[config.mk]
export PLATFORM = sky130hd
export DESIGN_NAME = decode_exe_stage
export DESIGN_NICKNAME = d
export VERILOG_FILES = /design/src/rtl/decode_exe_stage_pkg.sv /design/src/rtl/operand_fwd_mux.sv /design/src/rtl/decode_exe_stage.sv
export SDC_FILE = /design/constraint.sdc
export NUM_CORES = 1
export LEC_CHECK = 0
export BUFFER_PORTS_ARGS = -buffer_cell sky130_fd_sc_hd__buf_4
export CAP_MARGIN = 20
export CORE_MARGIN = 1
export CORE_UTILIZATION = 35
export DETAILED_ROUTE_END_ITERATION = 6
export PLACE_DENSITY = 0.62
export SLEW_MARGIN = 30
export SYNTH_ARGS = -nofsm -noshare
export SYNTH_HDL_FRONTEND = slang
export SYNTH_HIERARCHICAL = 1
export SYNTH_SLANG_ARGS = --single-unit
[constraint.sdc]
create_clock -name clk -period 3.1 [get_ports clk]
set_input_delay 0.31 -clock clk [delete_from_list [all_inputs] [get_ports clk]]
set_output_delay 0.31 -clock clk [all_outputs]
set_load 0.01 [all_outputs]
[src/rtl/decode_exe_stage_pkg.sv]
// Shared constants for the decode-to-execute stage: opcode/register widths,
// the load opcode and the operand forwarding select encodings.
package decode_exe_stage_pkg;

    localparam int DATA_BITS    = 32;
    localparam int REG_IDX_BITS = 4;
    localparam int OPCODE_BITS  = 4;

    localparam logic [OPCODE_BITS-1:0] LW_OPCODE = 4'b0111;

    typedef enum logic [1:0] {
        FWD_RF  = 2'd0,
        FWD_EXE = 2'd1,
        FWD_MEM = 2'd2,
        FWD_WB  = 2'd3
    } fwd_sel_e;

endpackage

[src/rtl/operand_fwd_mux.sv]
// 4:1 operand select between register-file data and the EX/MEM/WB forwarded
// results, steered by a forwarding select from the decode-stage forwarding unit.
module operand_fwd_mux
    import decode_exe_stage_pkg::*;
#(
    parameter int DBITS = DATA_BITS
) (
    input  logic [1:0]       sel,
    input  logic [DBITS-1:0] rf_data,
    input  logic [DBITS-1:0] exe_data,
    input  logic [DBITS-1:0] mem_data,
    input  logic [DBITS-1:0] wb_data,
    output logic [DBITS-1:0] data_out
);

    always_comb begin
        // NOTE: assign a default first so no select value leaves data_out unassigned (no latch).
        data_out = rf_data;
        case (fwd_sel_e'(sel))
            FWD_RF:  data_out = rf_data;
            FWD_EXE: data_out = exe_data;
            FWD_MEM: data_out = mem_data;
            FWD_WB:  data_out = wb_data;
            default: data_out = rf_data;
        endcase
    end

endmodule

[src/rtl/decode_exe_stage.sv]
// ID/EX pipeline stage: operand forwarding, load-use stall/bubble insertion and
// the ID/EX register. Define PERF_CNT_EN to add stall_cnt/bubble_cnt counters.
module decode_exe_stage
    import decode_exe_stage_pkg::*;
#(
    parameter int                  DBITS     = DATA_BITS,
    parameter int                  REG_BITS  = REG_IDX_BITS,
    parameter int                  OP_BITS   = OPCODE_BITS,
    parameter logic [OP_BITS-1:0]  LW_OPCODE = decode_exe_stage_pkg::LW_OPCODE
) (
    input  logic                clk,
    input  logic                reset_n,
    input  logic                dcd_valid,
    input  logic [OP_BITS-1:0]  dcd_opcode,
    input  logic [REG_BITS-1:0] dcd_rs1,
    input  logic [REG_BITS-1:0] dcd_rs2,
    input  logic [REG_BITS-1:0] dcd_rd,
    input  logic                dcd_use_rs1,
    input  logic                dcd_use_rs2,
    input  logic                dcd_wrReg,
    input  logic [DBITS-1:0]    dcd_imm,
    input  logic [DBITS-1:0]    rf_data1,
    input  logic [DBITS-1:0]    rf_data2,
    input  logic [1:0]          dcd_data1_sel,
    input  logic [1:0]          dcd_data2_sel,
    input  logic [DBITS-1:0]    exe_result,
    input  logic [DBITS-1:0]    mem_result,
    input  logic [DBITS-1:0]    wb_result,
    input  logic                flush,
    input  logic                mem_stall,
    output logic                stall,
    output logic                exe_valid,
    output logic                wrReg_EX,
    output logic [OP_BITS-1:0]  exe_opcode,
    output logic [REG_BITS-1:0] exe_rd,
    output logic [DBITS-1:0]    exe_a,
    output logic [DBITS-1:0]    exe_b,
    output logic [DBITS-1:0]    exe_imm
`ifdef PERF_CNT_EN
    ,
    output logic [31:0]         stall_cnt,
    output logic [31:0]         bubble_cnt
`endif
);

    logic [DBITS-1:0] op_a;
    logic [DBITS-1:0] op_b;
    logic             load_use;
    logic             bubble_load;

    operand_fwd_mux #(.DBITS(DBITS)) u_mux_a (
        .sel      (dcd_data1_sel),
        .rf_data  (rf_data1),
        .exe_data (exe_result),
        .mem_data (mem_result),
        .wb_data  (wb_result),
        .data_out (op_a)
    );

    operand_fwd_mux #(.DBITS(DBITS)) u_mux_b (
        .sel      (dcd_data2_sel),
        .rf_data  (rf_data2),
        .exe_data (exe_result),
        .mem_data (mem_result),
        .wb_data  (wb_result),
        .data_out (op_b)
    );

    // A load in EX cannot forward until it reaches MEM, so a dependent decode waits one cycle.
    assign load_use = exe_valid & wrReg_EX & (exe_opcode == LW_OPCODE) & dcd_valid &
                      ((dcd_use_rs1 & (dcd_rs1 == exe_rd)) |
                       (dcd_use_rs2 & (dcd_rs2 == exe_rd)));

    assign stall       = mem_stall | (load_use & ~flush);
    assign bubble_load = flush | load_use;

    // NOTE: sequential state uses non-blocking assignments so every flop samples pre-edge values.
    always_ff @(posedge clk or negedge reset_n) begin
        if (!reset_n) begin
            exe_valid  <= 1'b0;
            wrReg_EX   <= 1'b0;
            exe_opcode <= '0;
            exe_rd     <= '0;
            exe_a      <= '0;
            exe_b      <= '0;
            exe_imm    <= '0;
        end else if (!mem_stall) begin
            if (bubble_load) begin
                exe_valid  <= 1'b0;
                wrReg_EX   <= 1'b0;
                exe_opcode <= '0;
                exe_rd     <= '0;
                exe_a      <= '0;
                exe_b      <= '0;
                exe_imm    <= '0;
            end else begin
                exe_valid  <= dcd_valid;
                wrReg_EX   <= dcd_wrReg & dcd_valid;
                exe_opcode <= dcd_opcode;
                exe_rd     <= dcd_rd;
                exe_a      <= op_a;
                exe_b      <= op_b;
                exe_imm    <= dcd_imm;
            end
        end
    end

`ifdef PERF_CNT_EN
    // A held ID/EX register (mem_stall) loads nothing, so it never counts as a bubble.
    always_ff @(posedge clk or negedge reset_n) begin
        if (!reset_n) begin
            stall_cnt  <= '0;
            bubble_cnt <= '0;
        end else begin
            if (stall) begin
                stall_cnt <= stall_cnt + 32'd1;
            end
            if (!mem_stall && bubble_load && dcd_valid) begin
                bubble_cnt <= bubble_cnt + 32'd1;
            end
        end
    end
`endif

endmodule

Word-level counts from Yosys, hierarchy flattened
Index checks and enable logic that the tools add are counted.

cells by class
  add/sub/neg operators = 0
  $mul = 0
  divide/modulo/power cells = 0
  magnitude comparators = 0
  equality and inequality tests = 9
  shift-type cells = 0
  muxes and demuxes = 9
  bitwise operators = 12
  reductions and logical operators = 2

operators by type and width
  cell                count
  $pmux 32 s4         2
  $mux 32             3
  $and 1x1->1         8
  $eq 2x2->1 const B  4
  $eq 4x4->1          2
  $mux 4              2
  $eq 2x1->1 const B  2
  $eq 4x3->1 const B  1
  $logic_not 2->1     2
  $or 1x1->1          3
  $mux 1              2
  $not 1->1           1

storage, ports and cells
  bits in registers = 106
  bits in latches = 0
  RAM bits = 0
  bits in read-only memories = 0
  bits of input ports = 220
  output and inout port bits = 107
  word-level logic and storage cells = 39
  memories = 0

Logic depth before layout (Yosys ltp)
Gate-level depths: netlist of run 1.

  depth after elaboration = 6
  mapped depth = 7
  mapped depth without buffers = 5

By module
Netlist of run 1, hierarchy kept.

by module, submodules not included
  module            times used  cells an instance  area each (um^2)  seq. area each (um^2)
  decode_exe_stage  1           377                4697.0            2652.5
  operand_fwd_mux   2           39                 814.5             0.0

Worst setup path before layout of run 1
Ideal clock, no wire load.

  path type = register to output
  start = register exe_opcode[0]
  end = output stall
  data arrival time = 1.571 ns
  required time = 2.790 ns
  path slack = 1.219 ns
  cell stages (with the launch flop) = 8
  path buffers = 2
  path through = dfrtp_1 > nand4_1 > nor3_2 > and4_1 > a31oi_4 > buf_6 > buf_6 > o21bai_1

between the ends
  longest elaborated chain between the ends = 6

RTL lines
  what                       line                    source
  start: declaration         decode_exe_stage.sv:34  output logic [OP_BITS-1:0] exe_opcode,
  start signal: assignment   decode_exe_stage.sv:99  exe_opcode <= dcd_opcode;
  $eq 4x3->1                 decode_exe_stage.sv:70  assign load_use = exe_valid & wrReg_EX & (exe_opcode == LW_OPCODE) & dcd_valid &
  $and 1x1->1 (3 in series)  decode_exe_stage.sv:70
  $and 1x1->1                decode_exe_stage.sv:74  assign stall = mem_stall | (load_use & ~flush);
  $or 1x1->1                 decode_exe_stage.sv:74
  end: declaration           decode_exe_stage.sv:31  output logic stall,

No other way between the ends.

Worst setup path in the final report of run 1
  start = register exe_rd[3]
  end = output stall

between the ends
  longest elaborated chain between the ends = 6
  elaborated cells on any way between the ends = 8
  those cells by class = 2 x eq/ne; 6 x bitwise

RTL lines
  what                            line                                            source
  start: declaration              decode_exe_stage.sv:35                          output logic [REG_BITS-1:0] exe_rd,
  start signal: assignment        decode_exe_stage.sv:100                         exe_rd <= dcd_rd;
  $eq 4x4->1 (on tied branches)   decode_exe_stage.sv:71, decode_exe_stage.sv:72
  $and 1x1->1 (on tied branches)  decode_exe_stage.sv:71, decode_exe_stage.sv:72
  $or 1x1->1 (*)                  decode_exe_stage.sv:71                          ((dcd_use_rs1 & (dcd_rs1 == exe_rd)) |
  $and 1x1->1 (*)                 decode_exe_stage.sv:70
  $and 1x1->1 (*)                 decode_exe_stage.sv:74
  $or 1x1->1 (*)                  decode_exe_stage.sv:74

Every way passes the cells marked *; elsewhere a longest branch is shown, timed or not.

==> out/metrics.csv, run 1 <==
stage,metric,value,unit
run_status,status,finished with violations,
run_status,failing checks,hold timing,
logic_synthesis,Synth Area in Compound Gates,15.6,%
cts,cts bufs inserted,9,
final_layout,Post-layout nets,962,
die,Starting Density,36.2,%
logic_synthesis,simple-gate share of the synthesized area,12.6,%
setup_path,Worst Path Arrival,1.85,ns
die,Core ar.,17500,um2
logic_synthesis,Seq cells post-synth,106,
placed_design,Final HPWL DP,15300,um
grt,vias in the first global route,5710,
setup_path,maximum net fanout on the critical path,4,
logic_synthesis,post-synth net total,675,
setup_path,family with the most delay on the worst path,flip-flops,
cts,Clock Sinks,106,
cts,postcts setup bufs,0,
final_layout,non-filler instance count after layout,972,
die,die footprint,18600,um2
grt,gr busiest metal,met2,
timing,final hold violation count,4,
cts,H-tree lvl count,3,
placed_design,IO buf count,326,
cts,later-pin clock latency in the skew report,0.35,ns
power,P_leak,4.19,nW
routing,vias per cell,5.62,
timing,RSZ-0062 raised after global routing,no,
logic_synthesis,synth warn,6,
setup_path,CP Launch Type,register,
grt,first-pass GRT wire length,30800,um
logic_synthesis,post-synthesis cell type count,25,
die,die height,136,um
logic_synthesis,largest family of logic cells by synthesized area,multiplexers,
cts,post-CTS sizing,0,
final_layout,Fillers,1552,
cts,clk root buf,clkbuf_16,
power,proportion of power drawn by flip-flops and latches,42.5,%
placed_design,# placed instances,956,
die,width of the chip,136,um
grt,met1 Usage GRT,26.4,%
timing,Final Skew,0.0129,ns
die,# IOs,327,
hold_path,Tightest Hold Check Type,input port to asynchronous set/reset pin,
power,pwr dens,413,nW/um2
timing,crit share post-route,69.7,%
setup_path,WP buf/inv,2,
power,Clock Power Share,30.6,%
routing,WL/cell,21.5,um
logic_synthesis,Mapped Cells,455,
routing,Routed WL,20900,um
cts,TritonCTS clock tree,built,
grt,total track usage,22.0,%
power,Comb power frac,26.9,%
setup_path,slowest CP cell,dfrtp_1,
grt,M2 GR Usage,36.8,%
setup_path,CP Class,register to output pin,
routing,via count,5464,
timing,fmax,0.463,GHz
routing,drt drc,0,
power,Switching Share,26.3,%
logic_synthesis,adder-cell share of the synthesized area,0,%
cts,"Hold-fix buffers, CTS",0,
timing,TNS Setup,0,ns
placed_design,DP Area,8770,um2
timing,Max Slew Vio Count,0,
placed_design,routability cong.,0.812,
timing,Worst-Margin Slew,0.736,ns
power,P_sw,984,uW
final_layout,Antenna Diode Count,0,
die,FP Rows,48,
grt,global route total overflow,0,
grt,met3 Use GR,6.00,%
logic_synthesis,syn_area_per_cell,13.9,um2
power,Internal,2.76,mW
routing,Final ANT Viol Nets,0,
logic_synthesis,"Seq/Total Area, Yosys",41.9,%
cts,clk slew on worst S/H paths,0.07,ns
logic_synthesis,multiplexer share of the synthesized area,23.0,%
final_layout,P&R area growth vs syn,43.3,%
flow_run,max_cap viols,0,
routing,drt first pass iters,4,
timing,Hold Slack,-0.00975,ns
routing,drt initial violations,237,
grt,initial antenna violation count,0,
power,VDD IR-drop max,227,uV
timing,crit path time final,2.16,ns
setup_path,CP max stage delay,0.45,ns
timing,Slew HR,50.9,%
final_layout,design area,9070,um2
setup_path,WP data required,2.79,ns
cts,CTS Buffer Depth,2,
timing,Final Setup Violations,0,
grt,largest net degree at the start of global routing,87,
logic_synthesis,Synth Area in XOR/XNOR,0.692,%
final_layout,share of cells above drive strength 1,55.2,%
logic_synthesis,Netlist Area Pre-Place,6330,um2
setup_path,crit path capture type,output pin,
setup_path,CP cell instances,inv_1 -> o22ai_1 -> nor3_1 -> a31oi_4 -> o21bai_1 -> buf_4,
-- cell usage in the layout, fill, tap and decap left out --
cell type  netlist  routed
buf_4            0     332
dfrtp_1        106     106
a22o_1         100     100
nor3b_1         99      99
mux4_2          60      60
clkbuf_16        0       9
a32o_1           6       6
xor2_1           4       4
mux4_1           4       4
inv_1            3       3
clkinv_2         0       3
nor3_1           2       2
buf_12           6       2
o22ai_1          1       1
o21ai_0          1       1
nand4_1          1       1
nand2_1          1       1
nor3_2           1       1
a222oi_1         1       1
xnor2_1          1       1
and4_1           1       1
a31oi_4          1       1
o21bai_1         1       1
nor2_1           1       1
nor4bb_1         1       1
bufinv_16        0       1
clkbuf_1        34       1
clkbuf_8         0       1
clkinv_4         0       1
buf_6            6       1
-- state kept, by name (all words and copies together), names as in the netlist --
name / cells
exe_a: 32
exe_b: 32
exe_imm: 32
exe_opcode: 4
exe_rd: 4
exe_valid: 1
wrReg_EX: 1
-- cells by family (layout without fill, tap and decap cells) --
group,after synthesis,count (layout)
compound gates,111,111
xor+xnor,5,5
buf+inv,62,354
flops,106,106
mux,64,64
simple gates,107,107
-- final timing paths --
path	from	end	slack, ns	cells past startpoint
max	exe_rd[3]	stall	0.94	6
min	reset_n	exe_b[9]	-0.01	1
max reg2reg	exe_rd[3]	exe_opcode[3]	1.07	6
min reg2reg	exe_imm[31]	exe_imm[31]	0.50	1
max in group asynchronous	reset_n	exe_a[30]	2.31	2
min in group clk	dcd_imm[31]	exe_imm[31]	0.21	2
-- synthesized netlist by cell type, drive strengths merged --
| master | count | area, um2 |
|---|---|---|
| dfrtp | 106 | 2650 |
| a22o | 100 | 876 |
| nor3b | 99 | 743 |
| mux4 | 64 | 1460 |
| clkbuf | 34 | 128 |
| buf | 25 | 253 |
| a32o | 6 | 60.1 |
| xor2 | 4 | 35.0 |
| inv | 3 | 11.3 |
| nor3 | 3 | 20.0 |
| a222oi | 1 | 10.0 |
| a31oi | 1 | 21.3 |
| and4 | 1 | 8.76 |
| nand2 | 1 | 3.75 |
| nand4 | 1 | 6.26 |
| nor2 | 1 | 3.75 |
| nor4bb | 1 | 10.0 |
| o21ai | 1 | 5.00 |
| o21bai | 1 | 7.51 |
| o22ai | 1 | 6.26 |
| xnor2 | 1 | 8.76 |
-- power by group through the flow --
stage | logic (mW) | registers [mW] | clock network [mW]
floorplan | 0.429 | 1.66 | 0
global placement | 0.998 | 1.61 | 0
detailed placement | 1.01 | 1.61 | 0
CTS | 1.02 | 1.59 | 1.18
global route | 1.08 | 1.60 | 1.23
finish | 1.01 | 1.59 | 1.15
-- area by class of cell --
type | instances | area, um2 | share of cell area (%)
clock buffer | 11 | 243 | 2.68
sequential | 106 | 2650 | 29.3
inverter | 3 | 11.3 | 0.124
multi-input combinational | 287 | 3280 | 36.2
timing repair buffer | 335 | 2540 | 28.1
tap | 225 | 282 | 3.10
clock inverter | 5 | 53.8 | 0.593
-- metal layers --
metal	up-vias	share of wire [%]
met5	-	0
met4	0	2.8
met2	233	51
li1	2425	-
met3	39	7.7
met1	2767	38
-- through the flow --
step	total power [mW]	hold WS (ns)	worst slack, ns	utilization [%]
floorplan	2.09	0.0144	1.22	-
global placement	2.61	0.401	1.12	50.2
detailed placement	2.63	0.404	1.06	50.2
CTS	3.79	0.0281	0.890	51.9
global route	3.92	0.0521	0.790	51.9
finish	3.74	-0.00975	0.939	51.9
Note: power is estimated with default switching activity, not from simulation.
==> run 2: changes to the inputs <==
==> constraint.sdc (replaced) <==
create_clock -name clk -period 2.1 [get_ports clk]
set_input_delay 0.21 -clock clk [delete_from_list [all_inputs] [get_ports clk]]
set_output_delay 0.21 -clock clk [all_outputs]
set_load 0.01 [all_outputs]
==> out/metrics.csv, run 2 (synthesis gave the netlist of run 1 again) <==
stage,metric,value,unit,change
setup_path,CP Launch Type,register,,
timing,Final Skew,0.00527,ns,-0.00761 ns
final_layout,Fillers,1509,,-2.8%
final_layout,P&R area growth vs syn,48.8,%,
run_status,status,"complete, no violations",,
grt,first-pass GRT wire length,31500,um,+2.5%
placed_design,DP Area,8960,um2,+2.1%
grt,largest net degree at the start of global routing,107,,+23%
placed_design,post-place setup slack,-0.121,ns,-1.18 ns
routing,vias per cell,5.59,,-0.62%
timing,crit path time final,2.01,ns,
power,VDD IR-drop max,329,uV,+45%
cts,TritonCTS clock tree,built,,
setup_path,maximum net fanout on the critical path,5,,+1
final_layout,share of cells above drive strength 1,56.7,%,+1.5 points
cts,CTS Buffer Depth,2,,unchanged
timing,crit share post-route,95.7,%,
die,Core ar.,17500,um2,unchanged
flow_run,max_cap viols,0,,unchanged
final_layout,most frequent cells in the layout,"347 x buf_4, 106 x dfrtp_1, 100 x a22o_1",,
routing,WL/cell,21.3,um,-0.84%
hold_path,Min-Delay Startpoint,dcd_imm[31],,
hold_path,Worst Hold End,exe_imm[31],,
die,Starting Density,36.2,%,unchanged
die,width of the chip,136,um,unchanged
timing,worst setup margin,0.0899,ns,-0.849 ns
power,Total Power,5.90,mW,+58%
final_layout,"commonest non-fill, non-tap cell in the layout",buf_4,,
placed_design,IO buf count,326,,unchanged
final_layout,Post-layout nets,985,,+2.4%
hold_path,hold-critical path depth,2,,
timing,fmax,0.497,GHz,
timing,TNS Setup,0,ns,unchanged
cts,H-tree lvl count,3,,unchanged
die,# IOs,327,,unchanged
setup_path,Worst R2R End,exe_a[31],,
cts,clk slew on worst S/H paths,0.07,ns,about the same
die,die height,136,um,unchanged
hold_path,Tightest Hold Check Type,input port to register,,
routing,Routed WL,21200,um,+1.4%
timing,Slew HR,61.9,%,+11 points
timing,RSZ-0062 raised after global routing,yes,,
setup_path,reg2reg start,exe_rd[0],,
final_layout,largest registers,"exe_a: 32 flops, exe_b: 32 flops, exe_imm: 32 flops",,
setup_path,WP data required,1.89,ns,-0.90 ns
grt,total track usage,22.6,%,+0.60 points
cts,cts bufs inserted,9,,unchanged
placed_design,Final HPWL DP,15600,um,+2.0%
timing,Hold Slack,0.120,ns,+0.130 ns
routing,Final ANT Viol Nets,0,,unchanged
grt,global route total overflow,0,,unchanged
die,die footprint,18600,um2,unchanged
timing,Final Setup Violations,0,,unchanged
routing,drt initial violations,249,,+5.1%
setup_path,R2R depth,6,,unchanged
cts,clk root buf,clkbuf_16,,
final_layout,Antenna Diode Count,0,,unchanged
power,P_leak,4.36,nW,+4.0%
final_layout,design area,9410,um2,+3.8%
setup_path,CP Class,register to output pin,,
timing,Worst-Margin Slew,0.571,ns,-0.165 ns
grt,initial antenna violation count,0,,unchanged
cts,Clock Sinks,106,,unchanged
routing,drt drc,0,,unchanged
setup_path,crit path capture type,output pin,,
timing,Max Slew Vio Count,0,,unchanged
routing,via count,5553,,+1.6%
power,pwr dens,627,nW/um2,+52%
grt,vias in the first global route,5793,,+1.5%
routing,drt first pass iters,4,,unchanged
setup_path,R2R Setup Slk,0.19,ns,-0.88 ns
placed_design,routability cong.,0.814,,+0.17%
timing,final hold violation count,0,,-4
cts,later-pin clock latency in the skew report,0.34,ns,about the same
die,FP Rows,48,,unchanged
setup_path,Worst Path Arrival,1.80,ns,-0.05 ns
[run 2: cell types whose count changed in the layout (fill, tap and decap cells not counted), sizes merged]
cell         delta
a31oi           +1
clkinv          -2
buf            +21
clkbuf          -2
dlygate4sd3     +1
bufinv          +3
[run 2: worst max-delay path, cell delays in order, from the launching register on]
cell	delay, ns
dfrtp_1	0.45
a222oi_1	0.37
buf_4	0.19
a31oi_4	0.13
o21bai_1	0.17
buf_4	0.15
[run 2: where the power goes]
part	total (mW)	internal [mW]	switching (mW)
clock	2.01	1.28	0.732
combinational	1.54	0.934	0.610
sequential	2.35	2.22	0.124
total	5.90	4.43	1.47
[run 2: final cells by class]
cell class	count	area (um2)	area share, %
Sequential cell	106	2650	28.2
Timing Repair Buffer	357	2790	29.6
Clock buffer	9	225	2.39
Clock inverter	6	130	1.38
Inverter	3	11.3	0.120
Tap cell	225	282	2.99
Multi-Input combinational cell	288	3320	35.3
[run 2: routing by layer]
metal / part of all wire (%) / up-vias / global-route usage [%]
met2: 50 / 255 / 37.6
met4: 3.2 / 0 / 10.2
met1: 39 / 2785 / 27.4
met3: 7.4 / 42 / 5.93
met5: 0 / - / 0
li1: - / 2471 / -
[run 2: what timing repair did]
item | CTS | global route
gates cloned | 1 | 0
gates resized for setup | 4 | 3
hold buffers | 1 | 0
endpoints found under the hold margin | 106 | 0
setup endpoints to repair | 87 | 15
setup buffers | 5 | 1
pin swaps | 4 | 2
[run 2: worst max path at each step]
| stage | start | endpoint | cells after the start |
|---|---|---|---|
| after floorplan | exe_opcode[0] | stall | 7 |
| after global placement | exe_rd[3] | exe_a[31] | 6 |
| after detailed placement | exe_rd[2] | exe_a[31] | 6 |
| after CTS | exe_rd[2] | stall | 6 |
| after global routing | exe_rd[0] | stall | 5 |
| final | exe_rd[0] | stall | 5 |
[run 2: stage by stage]
| stage | util [%] | instances |
|---|---|---|
| after floorplan | - | 455 |
| after global placement | 51.3 | 971 |
| after detailed placement | 51.3 | 971 |
| after CTS | 53.7 | 993 |
| after global routing | 53.8 | 994 |
| final | 53.8 | 994 |
==> run 3: changes to the inputs <==
--- a/config.mk
+++ b/config.mk
@@ -5,12 +5,13 @@
 export SDC_FILE = /design/constraint.sdc
 export NUM_CORES = 1
 export LEC_CHECK = 0
+export ABC_AREA = 1
 export BUFFER_PORTS_ARGS = -buffer_cell sky130_fd_sc_hd__buf_4
 export CAP_MARGIN = 20
 export CORE_MARGIN = 1
 export CORE_UTILIZATION = 35
 export DETAILED_ROUTE_END_ITERATION = 6
-export PLACE_DENSITY = 0.62
+export PLACE_DENSITY = 0.61
 export SLEW_MARGIN = 30
 export SYNTH_ARGS = -nofsm -noshare
 export SYNTH_HDL_FRONTEND = slang
==> out/metrics.csv, run 3 <==
stage,metric,value,unit,change
placed_design,# placed instances,1411,,+45%
final_layout,non-filler instance count after layout,1428,,+44%
cts,post-CTS sizing,0,,-4
power,P_leak,4.64,nW,+6.4%
logic_synthesis,Netlist Area Pre-Place,6820,um2,+7.8%
run_status,status,"complete, no violations",,
cts,postcts setup bufs,0,,-5
routing,drt initial violations,565,,+130%
grt,first-pass GRT wire length,39300,um,+25%
cts,Clock Sinks,106,,unchanged
cts,TritonCTS clock tree,built,,
final_layout,Post-layout nets,1383,,+40%
routing,via count,7443,,+34%
cts,CTS Buffer Depth,2,,unchanged
logic_synthesis,Area contributors post-synth,"dfrtp_1 39%, nand2_1 16%, nand3_1 13%",,
final_layout,design area,9570,um2,+1.7%
cts,H-tree lvl count,3,,unchanged
setup_path,CP Launch Type,register,,
hold_path,Tightest Hold Check Type,input port to register,,
grt,vias in the first global route,7065,,+22%
logic_synthesis,commonest cells in the netlist,"292 x nand2_1, 175 x nand3_1, 106 x dfrtp_1",,
power,VDD IR-drop max,349,uV,+6.1%
timing,Final Skew,0.00980,ns,+0.00453 ns
logic_synthesis,syn_area_per_cell,7.78,um2,-44%
logic_synthesis,main flop type after synthesis,dfrtp_1,,
grt,global route total overflow,0,,unchanged
placed_design,IO buf count,326,,unchanged
logic_synthesis,asr flop ratio synth,100,%,unchanged
timing,Worst-Margin Slew,0.649,ns,+0.0781 ns
placed_design,Final HPWL DP,19000,um,+21%
die,Core ar.,18900,um2,+8.1%
setup_path,CP Class,register to output pin,,
final_layout,multi-input logic area,3430,um2,+3.3%
grt,largest net degree at the start of global routing,51,,-52%
placed_design,DP Area,9240,um2,+3.1%
routing,Routed WL,25800,um,+22%
logic_synthesis,area share of the largest cell type after synthesis,38.9,%,-3.0 points
cts,cts bufs inserted,9,,unchanged
logic_synthesis,"EDFF count, synth",0,,unchanged
logic_synthesis,synth warn,6,,unchanged
final_layout,Fillers,1939,,+28%
routing,drt drc,0,,unchanged
setup_path,crit path capture type,output pin,,
final_layout,post-layout util,50.7,%,-3.2 points
routing,vias per cell,5.21,,-6.7%
logic_synthesis,post-synthesis cell type count,21,,-16%
die,width of the chip,142,um,+3.8%
routing,WL/cell,18.1,um,-15%
timing,Final Setup Violations,0,,unchanged
power,pwr dens,606,nW/um2,-3.4%
setup_path,Worst Path Arrival,1.60,ns,-0.20 ns
final_layout,share of cells above drive strength 1,39.5,%,-17 points
power,Total Power,5.80,mW,-1.7%
placed_design,routability cong.,0.934,,+15%
grt,initial antenna violation count,0,,unchanged
final_layout,most frequent cells in the layout,"346 x buf_4, 292 x nand2_1, 175 x nand3_1",,
logic_synthesis,Mapped Cells,877,,+93%
logic_synthesis,"Seq/Total Area, Yosys",38.9,%,-3.0 points
timing,final hold violation count,0,,unchanged
timing,Slew HR,56.7,%,-5.2 points
routing,Final ANT Viol Nets,0,,unchanged
cts,later-pin clock latency in the skew report,0.35,ns,about the same
timing,TNS Setup,0,ns,unchanged
routing,drt first pass iters,7,,+3
timing,crit path time final,1.81,ns,-0.198 ns
die,# IOs,327,,unchanged
die,Starting Density,36.1,%,-0.10 points
die,die footprint,20000,um2,+7.7%
final_layout,"commonest non-fill, non-tap cell in the layout",buf_4,,
timing,Max Slew Vio Count,0,,unchanged
cts,clk root buf,clkbuf_16,,
flow_run,max_cap viols,0,,unchanged
final_layout,Antenna Diode Count,0,,unchanged
logic_synthesis,post-synth net total,1097,,+63%
final_layout,P&R area growth vs syn,40.4,%,
final_layout,largest registers,"exe_a: 32 flops, exe_b: 32 flops, exe_imm: 32 flops",,
timing,RSZ-0062 raised after global routing,no,,
logic_synthesis,Seq cells post-synth,106,,unchanged
setup_path,maximum net fanout on the critical path,6,,+1
setup_path,WP data required,1.89,ns,about the same
die,FP Rows,50,,+4.2%
final_layout,storage element area,2650,um2,unchanged
timing,crit share post-route,86.3,%,-9.4 points
die,die height,142,um,+3.8%
logic_synthesis,most common cell in the netlist,nand2_1,,
logic_synthesis,leading area contributor after synthesis,dfrtp_1,,
timing,fmax,0.552,GHz,+11%
cts,clk slew on worst S/H paths,0.08,ns,about the same
grt,total track usage,25.4,%,+2.7 points
## run 3: cell count changes after synthesis, moves of 15 or more
cell      change
a22o_1      -100
clkbuf_1     -15
mux4_2       -60
nand2_1     +291
nand3_1     +175
nand3_2      +20
nand4_1      +65
nor3b_1      -99
o21ai_0      +44
o21ai_2      +60
## run 3: cell families after synthesis
kind of cell	count (synthesis)	synth area share (%)
AOI/OAI and AO/OA	105	11.0
xor gates and xnor gates	2	0.257
buffers and inverters	97	10.9
DFF	106	38.9
and+or+nand+nor	567	38.9
## run 3: metal layers
metal  global-route usage [%]  up-vias  share of wire (%)
li1                         -     3564                  -
met1                     32.4     3449                 42
met2                     43.1      386                 47
met3                     4.49       44                8.3
met4                     8.72        0                2.3
met5                        0        -                  0
## run 3: what timing repair did
item	in CTS	in global routing
hold endpoints to repair	40	0
hold buffers	1	0
setup endpoints to repair	0	0
## run 3: path summary, 6_finish.rpt
kind,startpoint,slack (ns),cells past startpoint,endpoint
max reg2reg,exe_rd[1],0.50,10,exe_a[31]
max,exe_rd[1],0.29,9,stall
max in group asynchronous,reset_n,1.00,3,exe_a[27]
min reg2reg,exe_b[23],0.48,2,exe_b[23]
min in group asynchronous,reset_n,0.42,2,exe_imm[28]
min,dcd_imm[28],0.12,3,exe_imm[28]
## run 3: layout make-up
class                      instances  area share (%)
multi-input combinational        674            35.9
timing repair buffer             355            28.9
sequential                       106            27.7
tap                              260            3.40
clock buffer                       9            2.35
clock inverter                     7            1.06
inverter                          17           0.693
## run 3: metrics by stage
stage / setup slack, ns / hold slack [ns]
after global routing: 0.0827 / 0.109
after CTS: 0.257 / 0.107
after global placement: 0.530 / 0.273
after detailed placement: 0.495 / 0.271
after floorplan: 0.697 / -0.0856
final: 0.287 / 0.118
## run 3: where the power goes
part	internal, mW	leakage, nW	total (mW)	switching [mW]
Clock	1.06	0.158	1.87	0.808
Sequential	2.21	1.39	2.32	0.109
Combinational	0.759	3.09	1.61	0.848
## run 3: worst max-delay path, stage by stage, from the launching register on
cell	delay, ns
dfrtp_1	0.43
inv_1	0.06
nand2_1	0.05
nand2_1	0.04
nor2_1	0.09
nand3_1	0.07
nand2_1	0.10
nand2_2	0.09
o21ai_0	0.16
buf_4	0.15
